`src/rtl/inst_queue_pkg.sv`:
```
// Shared constants for the fetch-to-decode instruction queue: word widths,
// immediate-format encodings and the RV32 opcodes that select them.
package inst_queue_pkg;

   localparam int INSN_LEN       = 32;
   localparam int ADDR_LEN       = 32;
   localparam int IMM_TYPE_WIDTH = 2;

   typedef enum logic [IMM_TYPE_WIDTH-1:0] {
      IMM_I = 2'd0,
      IMM_S = 2'd1,
      IMM_U = 2'd2,
      IMM_J = 2'd3
   } imm_type_e;

   localparam logic [6:0] OP_LUI   = 7'b0110111;
   localparam logic [6:0] OP_AUIPC = 7'b0010111;
   localparam logic [6:0] OP_JAL   = 7'b1101111;
   localparam logic [6:0] OP_STORE = 7'b0100011;

   typedef struct packed {
      logic [INSN_LEN-1:0] inst;
      logic [ADDR_LEN-1:0] pc;
      imm_type_e           imm_type;
   } iq_entry_t;

   localparam int ENTRY_W = $bits(iq_entry_t);

endpackage

```
`src/rtl/inst_queue_if.sv`:
```
// Fetch/decode handshake bundle of the instruction queue; the queue uses the
// slave view, the fetch/decode environment the master view.
interface inst_queue_if #(
   parameter int DEPTH = 8
) ();
   import inst_queue_pkg::*;

   logic                      enq_valid;
   logic                      enq_ready;
   logic [INSN_LEN-1:0]       enq_inst;
   logic [ADDR_LEN-1:0]       enq_pc;
   logic                      deq_valid;
   logic                      deq_ready;
   logic [INSN_LEN-1:0]       deq_inst;
   logic [ADDR_LEN-1:0]       deq_pc;
   logic [IMM_TYPE_WIDTH-1:0] deq_imm_type;
   logic [$clog2(DEPTH):0]    count;

   modport master (
      output enq_valid, enq_inst, enq_pc, deq_ready,
      input  enq_ready, deq_valid, deq_inst, deq_pc, deq_imm_type, count
   );

   modport slave (
      input  enq_valid, enq_inst, enq_pc, deq_ready,
      output enq_ready, deq_valid, deq_inst, deq_pc, deq_imm_type, count
   );

endinterface

```
`src/rtl/inst_queue_imm_type_predec.sv`:
```
// Combinational opcode-to-immediate-format map, shared by the instruction
// queue and the decoder.
module imm_type_predec
   import inst_queue_pkg::*;
(
   input  logic [6:0] opcode,
   output imm_type_e  imm_type
);

   // Opcode classification; anything unrecognised uses the I-format.
   always_comb begin
      imm_type = IMM_I;
      case (opcode)
         OP_LUI, OP_AUIPC: imm_type = IMM_U;
         OP_JAL:           imm_type = IMM_J;
         OP_STORE:         imm_type = IMM_S;
         default:          imm_type = IMM_I;
      endcase
   end

endmodule

```
`src/rtl/inst_queue.sv`:
```
// Fetch-to-decode instruction FIFO with enqueue-time immediate pre-decode.
// Define INST_QUEUE_BYPASS_EN for zero-cycle pass-through when empty.
module inst_queue
   import inst_queue_pkg::*;
#(
   parameter int DEPTH = 8
) (
   input  logic        clk,
   input  logic        reset,
   input  logic        flush,
   inst_queue_if.slave q
);

   localparam int             PTR_W     = $clog2(DEPTH);
   localparam logic [PTR_W:0] FULL_CNT  = (PTR_W+1)'(DEPTH);
   localparam logic [PTR_W:0] EMPTY_CNT = {(PTR_W+1){1'b0}};
   localparam logic [PTR_W:0] ONE_CNT   = (PTR_W+1)'(1);
   localparam logic [PTR_W-1:0] PTR_ZERO = {PTR_W{1'b0}};
   localparam logic [PTR_W-1:0] PTR_ONE  = PTR_W'(1);

   iq_entry_t        mem_r [DEPTH];
   logic [PTR_W-1:0] wr_ptr_r;
   logic [PTR_W-1:0] rd_ptr_r;
   logic [PTR_W:0]   count_r;
   logic [PTR_W:0]   count_nxt_s;
   logic             enq_ready_r;
   logic             deq_valid_r;
   logic             push_s;
   logic             pop_s;
   imm_type_e        enq_imm_type_s;
   iq_entry_t        enq_entry_s;
   iq_entry_t        head_s;
`ifdef INST_QUEUE_BYPASS_EN
   logic             bypass_s;
`endif

   imm_type_predec u_predec (
      .opcode   (q.enq_inst[6:0]),
      .imm_type (enq_imm_type_s)
   );

   assign enq_entry_s = '{inst: q.enq_inst, pc: q.enq_pc, imm_type: enq_imm_type_s};
   assign head_s      = mem_r[rd_ptr_r];

   // Handshake decode and next occupancy.
   always_comb begin
      push_s = q.enq_valid & enq_ready_r;
      pop_s  = deq_valid_r & q.deq_ready;
`ifdef INST_QUEUE_BYPASS_EN
      bypass_s = (count_r == EMPTY_CNT) & q.enq_valid & ~flush;
      if (bypass_s && q.deq_ready) begin
         push_s = 1'b0;
      end else begin
         push_s = q.enq_valid & enq_ready_r;
      end
`endif
      count_nxt_s = count_r;
      if (push_s && !pop_s) begin
         count_nxt_s = count_r + ONE_CNT;
      end else if (pop_s && !push_s) begin
         count_nxt_s = count_r - ONE_CNT;
      end else begin
         count_nxt_s = count_r;
      end
   end

   // Storage, pointers and registered status flags.
   always_ff @(posedge clk) begin
      if (reset) begin
         for (int i = 0; i < DEPTH; i++) begin
            mem_r[i] <= {ENTRY_W{1'b0}};
         end
         wr_ptr_r    <= PTR_ZERO;
         rd_ptr_r    <= PTR_ZERO;
         count_r     <= EMPTY_CNT;
         enq_ready_r <= 1'b1;
         deq_valid_r <= 1'b0;
      end else if (flush) begin
         // Entries are left in place; only the bookkeeping is dropped.
         wr_ptr_r    <= PTR_ZERO;
         rd_ptr_r    <= PTR_ZERO;
         count_r     <= EMPTY_CNT;
         enq_ready_r <= 1'b1;
         deq_valid_r <= 1'b0;
      end else begin
         if (push_s) begin
            mem_r[wr_ptr_r] <= enq_entry_s;
            wr_ptr_r        <= wr_ptr_r + PTR_ONE;
         end
         if (pop_s) begin
            rd_ptr_r <= rd_ptr_r + PTR_ONE;
         end
         count_r     <= count_nxt_s;
         enq_ready_r <= (count_nxt_s != FULL_CNT);
         deq_valid_r <= (count_nxt_s != EMPTY_CNT);
      end
   end

   // Dequeue-side view: head entry, or the incoming word when bypassing.
   always_comb begin
      q.deq_valid    = deq_valid_r;
      q.deq_inst     = head_s.inst;
      q.deq_pc       = head_s.pc;
      q.deq_imm_type = head_s.imm_type;
`ifdef INST_QUEUE_BYPASS_EN
      if (bypass_s) begin
         q.deq_valid    = 1'b1;
         q.deq_inst     = q.enq_inst;
         q.deq_pc       = q.enq_pc;
         q.deq_imm_type = enq_imm_type_s;
      end else begin
         q.deq_valid    = deq_valid_r;
         q.deq_inst     = head_s.inst;
         q.deq_pc       = head_s.pc;
         q.deq_imm_type = head_s.imm_type;
      end
`endif
   end

   assign q.enq_ready = enq_ready_r;
   assign q.count     = count_r;

endmodule

```
`src/flat_wrapper.sv`:
```
// flat-port wrapper written by rule: the top's interface ports become plain ports
module inst_queue_flat import inst_queue_pkg::*;
#(
   parameter int DEPTH = 8
)
  (clk, reset, flush, q_enq_valid, q_enq_inst, q_enq_pc, q_deq_ready, q_enq_ready, q_deq_valid, q_deq_inst, q_deq_pc, q_deq_imm_type, q_count);
  inst_queue_if #(.DEPTH(DEPTH)) q_i ();
  input  logic clk;
  input  logic reset;
  input  logic flush;
  input wire logic [$bits(q_i.enq_valid)-1:0] q_enq_valid;
  input wire logic [$bits(q_i.enq_inst)-1:0] q_enq_inst;
  input wire logic [$bits(q_i.enq_pc)-1:0] q_enq_pc;
  input wire logic [$bits(q_i.deq_ready)-1:0] q_deq_ready;
  output wire logic [$bits(q_i.enq_ready)-1:0] q_enq_ready;
  output wire logic [$bits(q_i.deq_valid)-1:0] q_deq_valid;
  output wire logic [$bits(q_i.deq_inst)-1:0] q_deq_inst;
  output wire logic [$bits(q_i.deq_pc)-1:0] q_deq_pc;
  output wire logic [$bits(q_i.deq_imm_type)-1:0] q_deq_imm_type;
  output wire logic [$bits(q_i.count)-1:0] q_count;
  assign q_i.enq_valid = q_enq_valid;
  assign q_i.enq_inst = q_enq_inst;
  assign q_i.enq_pc = q_enq_pc;
  assign q_i.deq_ready = q_deq_ready;
  assign q_enq_ready = q_i.enq_ready;
  assign q_deq_valid = q_i.deq_valid;
  assign q_deq_inst = q_i.deq_inst;
  assign q_deq_pc = q_i.deq_pc;
  assign q_deq_imm_type = q_i.deq_imm_type;
  assign q_count = q_i.count;
  inst_queue #(.DEPTH(DEPTH)) u_core (.clk(clk), .reset(reset), .flush(flush), .q(q_i));
endmodule
```
`config.mk`:
```
export PLATFORM = sky130hd
export DESIGN_NAME = inst_queue_flat
export DESIGN_NICKNAME = d
export VERILOG_FILES = /design/src/rtl/inst_queue_pkg.sv /design/src/rtl/inst_queue_if.sv /design/src/rtl/inst_queue_imm_type_predec.sv /design/src/rtl/inst_queue.sv /design/src/flat_wrapper.sv
export SDC_FILE = /design/constraint.sdc
export NUM_CORES = 1
export LEC_CHECK = 0
export CORE_MARGIN = 1.5
export CORE_UTILIZATION = 60
export CTS_BUF_LIST = sky130_fd_sc_hd__clkbuf_4 sky130_fd_sc_hd__clkbuf_8 sky130_fd_sc_hd__clkbuf_16
export DETAILED_ROUTE_END_ITERATION = 7
export GPL_ROUTABILITY_DRIVEN = 0
export MAX_ROUTING_LAYER = met4
export PLACE_DENSITY = 0.8
export SLEW_MARGIN = 20
export SYNTH_ARGS = -nofsm -noshare
export SYNTH_HDL_FRONTEND = slang
export SYNTH_SLANG_ARGS = --single-unit
```
`constraint.sdc`:
```
create_clock -name clk -period 4.5 [get_ports clk]
set_input_delay 0.9 -clock clk [delete_from_list [all_inputs] [get_ports clk]]
set_output_delay 0.9 -clock clk [all_outputs]
set_load 0.01 [all_outputs]
```
== After elaboration in Yosys (flattened, before gate mapping) ==
Memories as Yosys holds them, arrays and structs flattened. A register that Yosys moved wholly into a read port is not among the register bits.
Index checks and enable logic that the tools add are counted.

* Bits in registers: 12
* Bits in writable memories: 528
* Bits of input ports: 69
* Output and inout port bits: 72
* Logic and storage cells: 39
* Memories: 1

{| class="wikitable"
|+ Memories
! memory !! words !! width !! rd ports !! clocked after memory_dff !! write ports !! RTL line !! source
|-
| u_core.mem_r || 8 || 66 || 1 || 1 || 8 || inst_queue.sv:21 || <nowiki>iq_entry_t mem_r [DEPTH];</nowiki>
|}

* Add/sub/neg operators: 4
* Equality and inequality tests: 5
* Mux-type cells: 14
* Bitwise logic cells: 2
* Reduce and logical (&&, ||, !) cells: 8

{| class="wikitable"
|+ Operator list
! cell !! count
|-
| $mux W66 || 1
|-
| $reduce_or A66 Y1 || 1
|-
| $eq A7 B6 Y1 const B || 2
|-
| $mux W3 || 3
|-
| $mux W4 || 2
|-
| $eq A7 B5 Y1 const B || 1
|-
| $eq A7 B7 Y1 const B || 1
|-
| $mux W1 || 7
|-
| $add A3 B1 Y3 const B || 2
|-
| $pmux W2 S3 || 1
|-
| $add A4 B1 Y4 const B || 1
|-
| $ne A4 B4 Y1 const B || 1
|-
| $reduce_bool A4 Y1 || 1
|-
| $reduce_or A2 Y1 || 2
|-
| $sub A4 B1 Y4 const B || 1
|-
| $and A1 B1 Y1 || 2
|-
| $logic_and A1 B1 Y1 || 2
|-
| $logic_not A1 Y1 || 2
|}

== Depth between registers and ports, before layout ==
Gate-level depths: netlist (run 1).

* Depth after elaboration: 7
* Depth in mapped cells: 8
* Gate-level depth less buffers: 6

== Modules after synthesis ==
A second synthesis (run 1) with hierarchy kept.

* Cells, all modules: 1448
* Area, all modules: 24130.6 sq um

{| class="wikitable"
|+ Modules (own cells, without submodules)
! module !! instances !! cells an instance !! area an instance (sq um) !! sequential area each (sq um)
|-
| inst_queue || 1 || 1440 || 24078.1 || 16155.5
|-
| imm_type_predec || 1 || 8 || 52.6 || 0.0
|}

== Least setup slack after synthesis (run 1) ==
No wires, ideal clock.

* Path type: input -> register
* From: in reset
* To: mem u_core.mem_r[0][0] in the netlist's numbering (enable)
* Setup time: 0.435 ns
* Data arrival time: 3.545 ns
* Required time: 4.065 ns
* Path slack: 0.520 ns
* Stages on the path: 5
* Buffers on the path: 1
* Path through: buf_2 > or2_4 > or3_4 > or3_1 > nand2b_1

{| class="wikitable"
|+ RTL lines
! item !! RTL line !! source
|-
| start, declared || flat_wrapper.sv:9 || <nowiki>input logic reset;</nowiki>
|-
| end, declared || inst_queue.sv:21 ||
|}

==> metrics.txt, run 1 <==
# TYPE chip_impl_metric gauge
chip_impl_info{name="outcome",value="completed"} 1
chip_impl_metric{name="ys_seq_area_share",unit="%"} 66.7
chip_impl_info{name="cp_cell_sequence",value="buf_4 -> mux4_2 -> mux2_2 -> clkdlybuf4s50_1"} 1
chip_impl_metric{name="antenna_cells_inserted",unit=""} 0
chip_impl_metric{name="synthesis.nets",unit=""} 1561
chip_impl_metric{name="timing.fmax",unit="GHz"} 0.247
chip_impl_info{name="cp-end-kind",value="output port"} 1
chip_impl_metric{name="irDropWorstVdd",unit="mV"} 0.270
chip_impl_metric{name="syn-mean-instance-area",unit="um^2"} 16.3
chip_impl_metric{name="timing.max_slew.rel_slack",unit="%"} 38.4
chip_impl_metric{name="die_area",unit="um^2"} 41600
chip_impl_metric{name="design_area",unit="um^2"} 28000
chip_impl_metric{name="yosys_warnings",unit=""} 0
chip_impl_metric{name="routed_via_density",unit=""} 6.31
chip_impl_metric{name="critical_path_buf_inv_count",unit=""} 2
chip_impl_metric{name="number_of_setup_buffers_added_after_cts",unit=""} 0
chip_impl_info{name="synth_top_area_cell",value="sky130_fd_sc_hd__edfxtp_1"} 1
chip_impl_metric{name="clk_latency",unit="ns"} 0.60
chip_impl_metric{name="layout_worst_path_cycle_share",unit="%"} 89.9
chip_impl_metric{name="post_cts.resized_instances",unit=""} 0
chip_impl_metric{name="route.vias.total",unit=""} 13646
chip_impl_metric{name="ioPinCount",unit=""} 141
chip_impl_info{name="ys_top_cells_by_count",value="sky130_fd_sc_hd__edfxtp_1, sky130_fd_sc_hd__and3_1, sky130_fd_sc_hd__and2_1"} 1
chip_impl_metric{name="postSynthCellCount",unit=""} 1488
chip_impl_metric{name="antenna_found_initial",unit=""} 0
chip_impl_metric{name="hold_viol_final",unit=""} 0
chip_impl_metric{name="drt_wl_total",unit="um"} 55100
chip_impl_metric{name="post-route-drc-count",unit=""} 0
chip_impl_metric{name="die_width",unit="um"} 204
chip_impl_metric{name="place_area",unit="um^2"} 26300
chip_impl_metric{name="cts-htree-levels",unit=""} 2
chip_impl_metric{name="arrival",unit="ns"} 3.14
chip_impl_metric{name="drv_slew",unit=""} 0
chip_impl_metric{name="drive_gt1_share",unit="%"} 21.2
chip_impl_metric{name="setup-tns-final",unit="ns"} 0
chip_impl_metric{name="critical_path_required",unit="ns"} 3.60
chip_impl_metric{name="critical_path.max_fanout",unit=""} 30
chip_impl_metric{name="design.core.area",unit="um^2"} 39800
chip_impl_metric{name="placementRows",unit=""} 73
chip_impl_metric{name="leak_pwr",unit="nW"} 10.8
chip_impl_metric{name="hpwlAfterDp",unit="um"} 29100
chip_impl_metric{name="drt_pre_antenna_iters",unit=""} 5
chip_impl_metric{name="grt_usage",unit="%"} 28.2
chip_impl_metric{name="postSynthRegisterBits",unit=""} 543
chip_impl_metric{name="avgRoutedWirePerCell",unit="um"} 25.5
chip_impl_metric{name="die-height",unit="um"} 204
chip_impl_info{name="crit_family",value="multiplexers"} 1
chip_impl_metric{name="number_of_buffers_added_by_the_clock_tree_synthesis_step",unit=""} 52
chip_impl_metric{name="yosys.cell_types.count",unit=""} 41
chip_impl_metric{name="clkTransAtPathRegs",unit="ns"} 0.06
chip_impl_metric{name="first_pass_grt_wire_length",unit="um"} 84300
chip_impl_metric{name="overflow",unit=""} 0
chip_impl_metric{name="fin_skew",unit="ns"} 0.0203
chip_impl_metric{name="worst-slew-pin-transition",unit="ns"} 0.924
chip_impl_metric{name="drv.max_cap_violation_count",unit=""} 0
chip_impl_info{name="critical_path.slowest_cell",value="sky130_fd_sc_hd__dfxtp_4"} 1
chip_impl_metric{name="synth_largest_type_area_fraction",unit="%"} 65.4
chip_impl_metric{name="port_buf_inserts",unit=""} 140
chip_impl_info{name="synth.top_cells.by_area",value="sky130_fd_sc_hd__edfxtp_1, sky130_fd_sc_hd__mux4_2, sky130_fd_sc_hd__and3_1"} 1
chip_impl_info{name="ys.flop_type",value="sky130_fd_sc_hd__edfxtp_1"} 1
chip_impl_info{name="path_class",value="reg -> out"} 1
chip_impl_metric{name="setup_viol",unit=""} 0
chip_impl_metric{name="synth_edf_count",unit=""} 528
chip_impl_metric{name="syn2layout_area_growth",unit="%"} 15.7
chip_impl_metric{name="largest_stage_delay_on_the_critical_path",unit="ns"} 0.82
chip_impl_metric{name="first_global_vias",unit=""} 14164
chip_impl_info{name="start_kind",value="register"} 1
chip_impl_info{name="ctsRootBufferMaster",value="sky130_fd_sc_hd__clkbuf_16"} 1
chip_impl_metric{name="finalWorstPathRequiredPeriod",unit="ns"} 4.04
chip_impl_info{name="rsz_0062_raised_after_global_routing",value="false"} 1
chip_impl_info{name="tritoncts",value="yes"} 1
chip_impl_metric{name="drt_iter0_markers",unit=""} 1536
chip_impl_metric{name="cts_hold_buffers",unit=""} 0
chip_impl_metric{name="start_util",unit="%"} 60.8
chip_impl_metric{name="p_per_area",unit="nW/um^2"} 383
chip_impl_info{name="post-synth-top-count-cell",value="sky130_fd_sc_hd__edfxtp_1"} 1
chip_impl_metric{name="cts.sink_count",unit=""} 543
chip_impl_metric{name="detail-route-antenna-nets",unit=""} 0
chip_impl_metric{name="grt_max_degree",unit=""} 129
chip_impl_metric{name="synth_async_sr_flop_share",unit="%"} 0
chip_impl_info{name="worstHoldPathType",value="reg -> reg"} 1
chip_impl_metric{name="cts_buffer_depth",unit=""} 3
chip_impl_metric{name="syn_area",unit="um^2"} 24200
chip_impl_metric{name="fin_nets",unit=""} 1665
## tightest hold or removal path: stages, from the launching register on
cell and delay (ns):
sky130_fd_sc_hd__dfxtp_1 0.32, sky130_fd_sc_hd__nand2_1 0.06, sky130_fd_sc_hd__a21oi_1 0.08
## layout make-up
class,count,area (um^2)
clock buffer,74,1500
clock inverter,24,188
fill,2570,11800
inverter,2,7.51
multi-input combinational,813,7620
sequential,543,16200
tap,525,657
timing repair buffer,180,1890
## power breakdown
group	internal, mW	switching [mW]
sequential	5.72	0.0576
combinational	0.290	0.346
clock	2.49	1.83
total	8.49	2.24
## cells by family (layout without fill, tap and decap cells)
| kind of cell | Yosys count | count (layout) | share of synthesized area, % |
|---|---|---|---|
| fa+ha+maj | 4 | 4 | 0.207 |
| simple gates | 595 | 595 | 15.0 |
| xor+xnor | 6 | 6 | 0.217 |
| compound gates | 10 | 10 | 0.253 |
| mux | 198 | 198 | 15.3 |
| flops | 543 | 543 | 66.7 |
| buf+inv | 132 | 280 | 2.26 |
## sequential cells by signal, indices dropped and copies added, names as in the netlist, named ones only
name and count:
u_core.q.enq_ready 1, u_core.wr_ptr_r 3, u_core.rd_ptr_r 3, u_core.q.count 4
u_core.mem_r 528, u_core.q.deq_valid 1
## per-stage QoR
stage | total power [mW] | setup WS (ns) | cells | util [%] | hold WS (ns)
2_1_floorplan | 6.17 | 0.520 | 1488 | - | 0.454
3_3_place_gp | 6.49 | 0.841 | 2063 | 66.1 | 0.459
3_5_place_dp | 6.51 | 0.833 | 2063 | 66.1 | 0.492
4_1_cts | 10.8 | 0.376 | 2161 | 70.4 | 0.501
5_1_grt | 11.0 | 0.301 | 2161 | 70.4 | 0.522
6_report | 10.7 | 0.455 | 2161 | 70.4 | 0.511
## cell usage in the layout (no fill, tap or decap), drive strengths merged, types with 19 or more instances in the layout
master and instances:
and2 259, clkdlybuf4s50 140, clkbuf 74, mux4 132
buf 40, clkinv 19, nor2 26, edfxtp 528
and3 263, mux2 66
## worst paths after layout
kind	from	to	slack, ns	cells past startpoint
worst max register to register	u_core.wr_ptr_r[2]	u_core.mem_r[4][16]	1.91	5
worst max-delay path	register	q_deq_inst[22]	0.46	4
worst min-delay path	u_core.rd_ptr_r[1]	register	0.51	2
worst min register to register	u_core.rd_ptr_r[1]	register	0.51	2
## metal layers
metal,global-route usage [%],routed length [um],vias to the layer above
met2,45.7,27400,631
met4,8.59,1160,0
li1,-,-,5922
met1,37.6,22100,7005
met3,4.19,4420,88
met5,-,0,-
Power figures use the tool's default switching activity.
==> run 2: changes to the inputs <==
--- a/config.mk
+++ b/config.mk
@@ -12,6 +12,7 @@
 export GPL_ROUTABILITY_DRIVEN = 0
 export MAX_ROUTING_LAYER = met4
 export PLACE_DENSITY = 0.8
+export SKIP_LAST_GASP = 1
 export SLEW_MARGIN = 20
 export SYNTH_ARGS = -nofsm -noshare
 export SYNTH_HDL_FRONTEND = slang
==> results of run 2 <==
No change in the layout: final DEF, timing and power equal those of run 1.
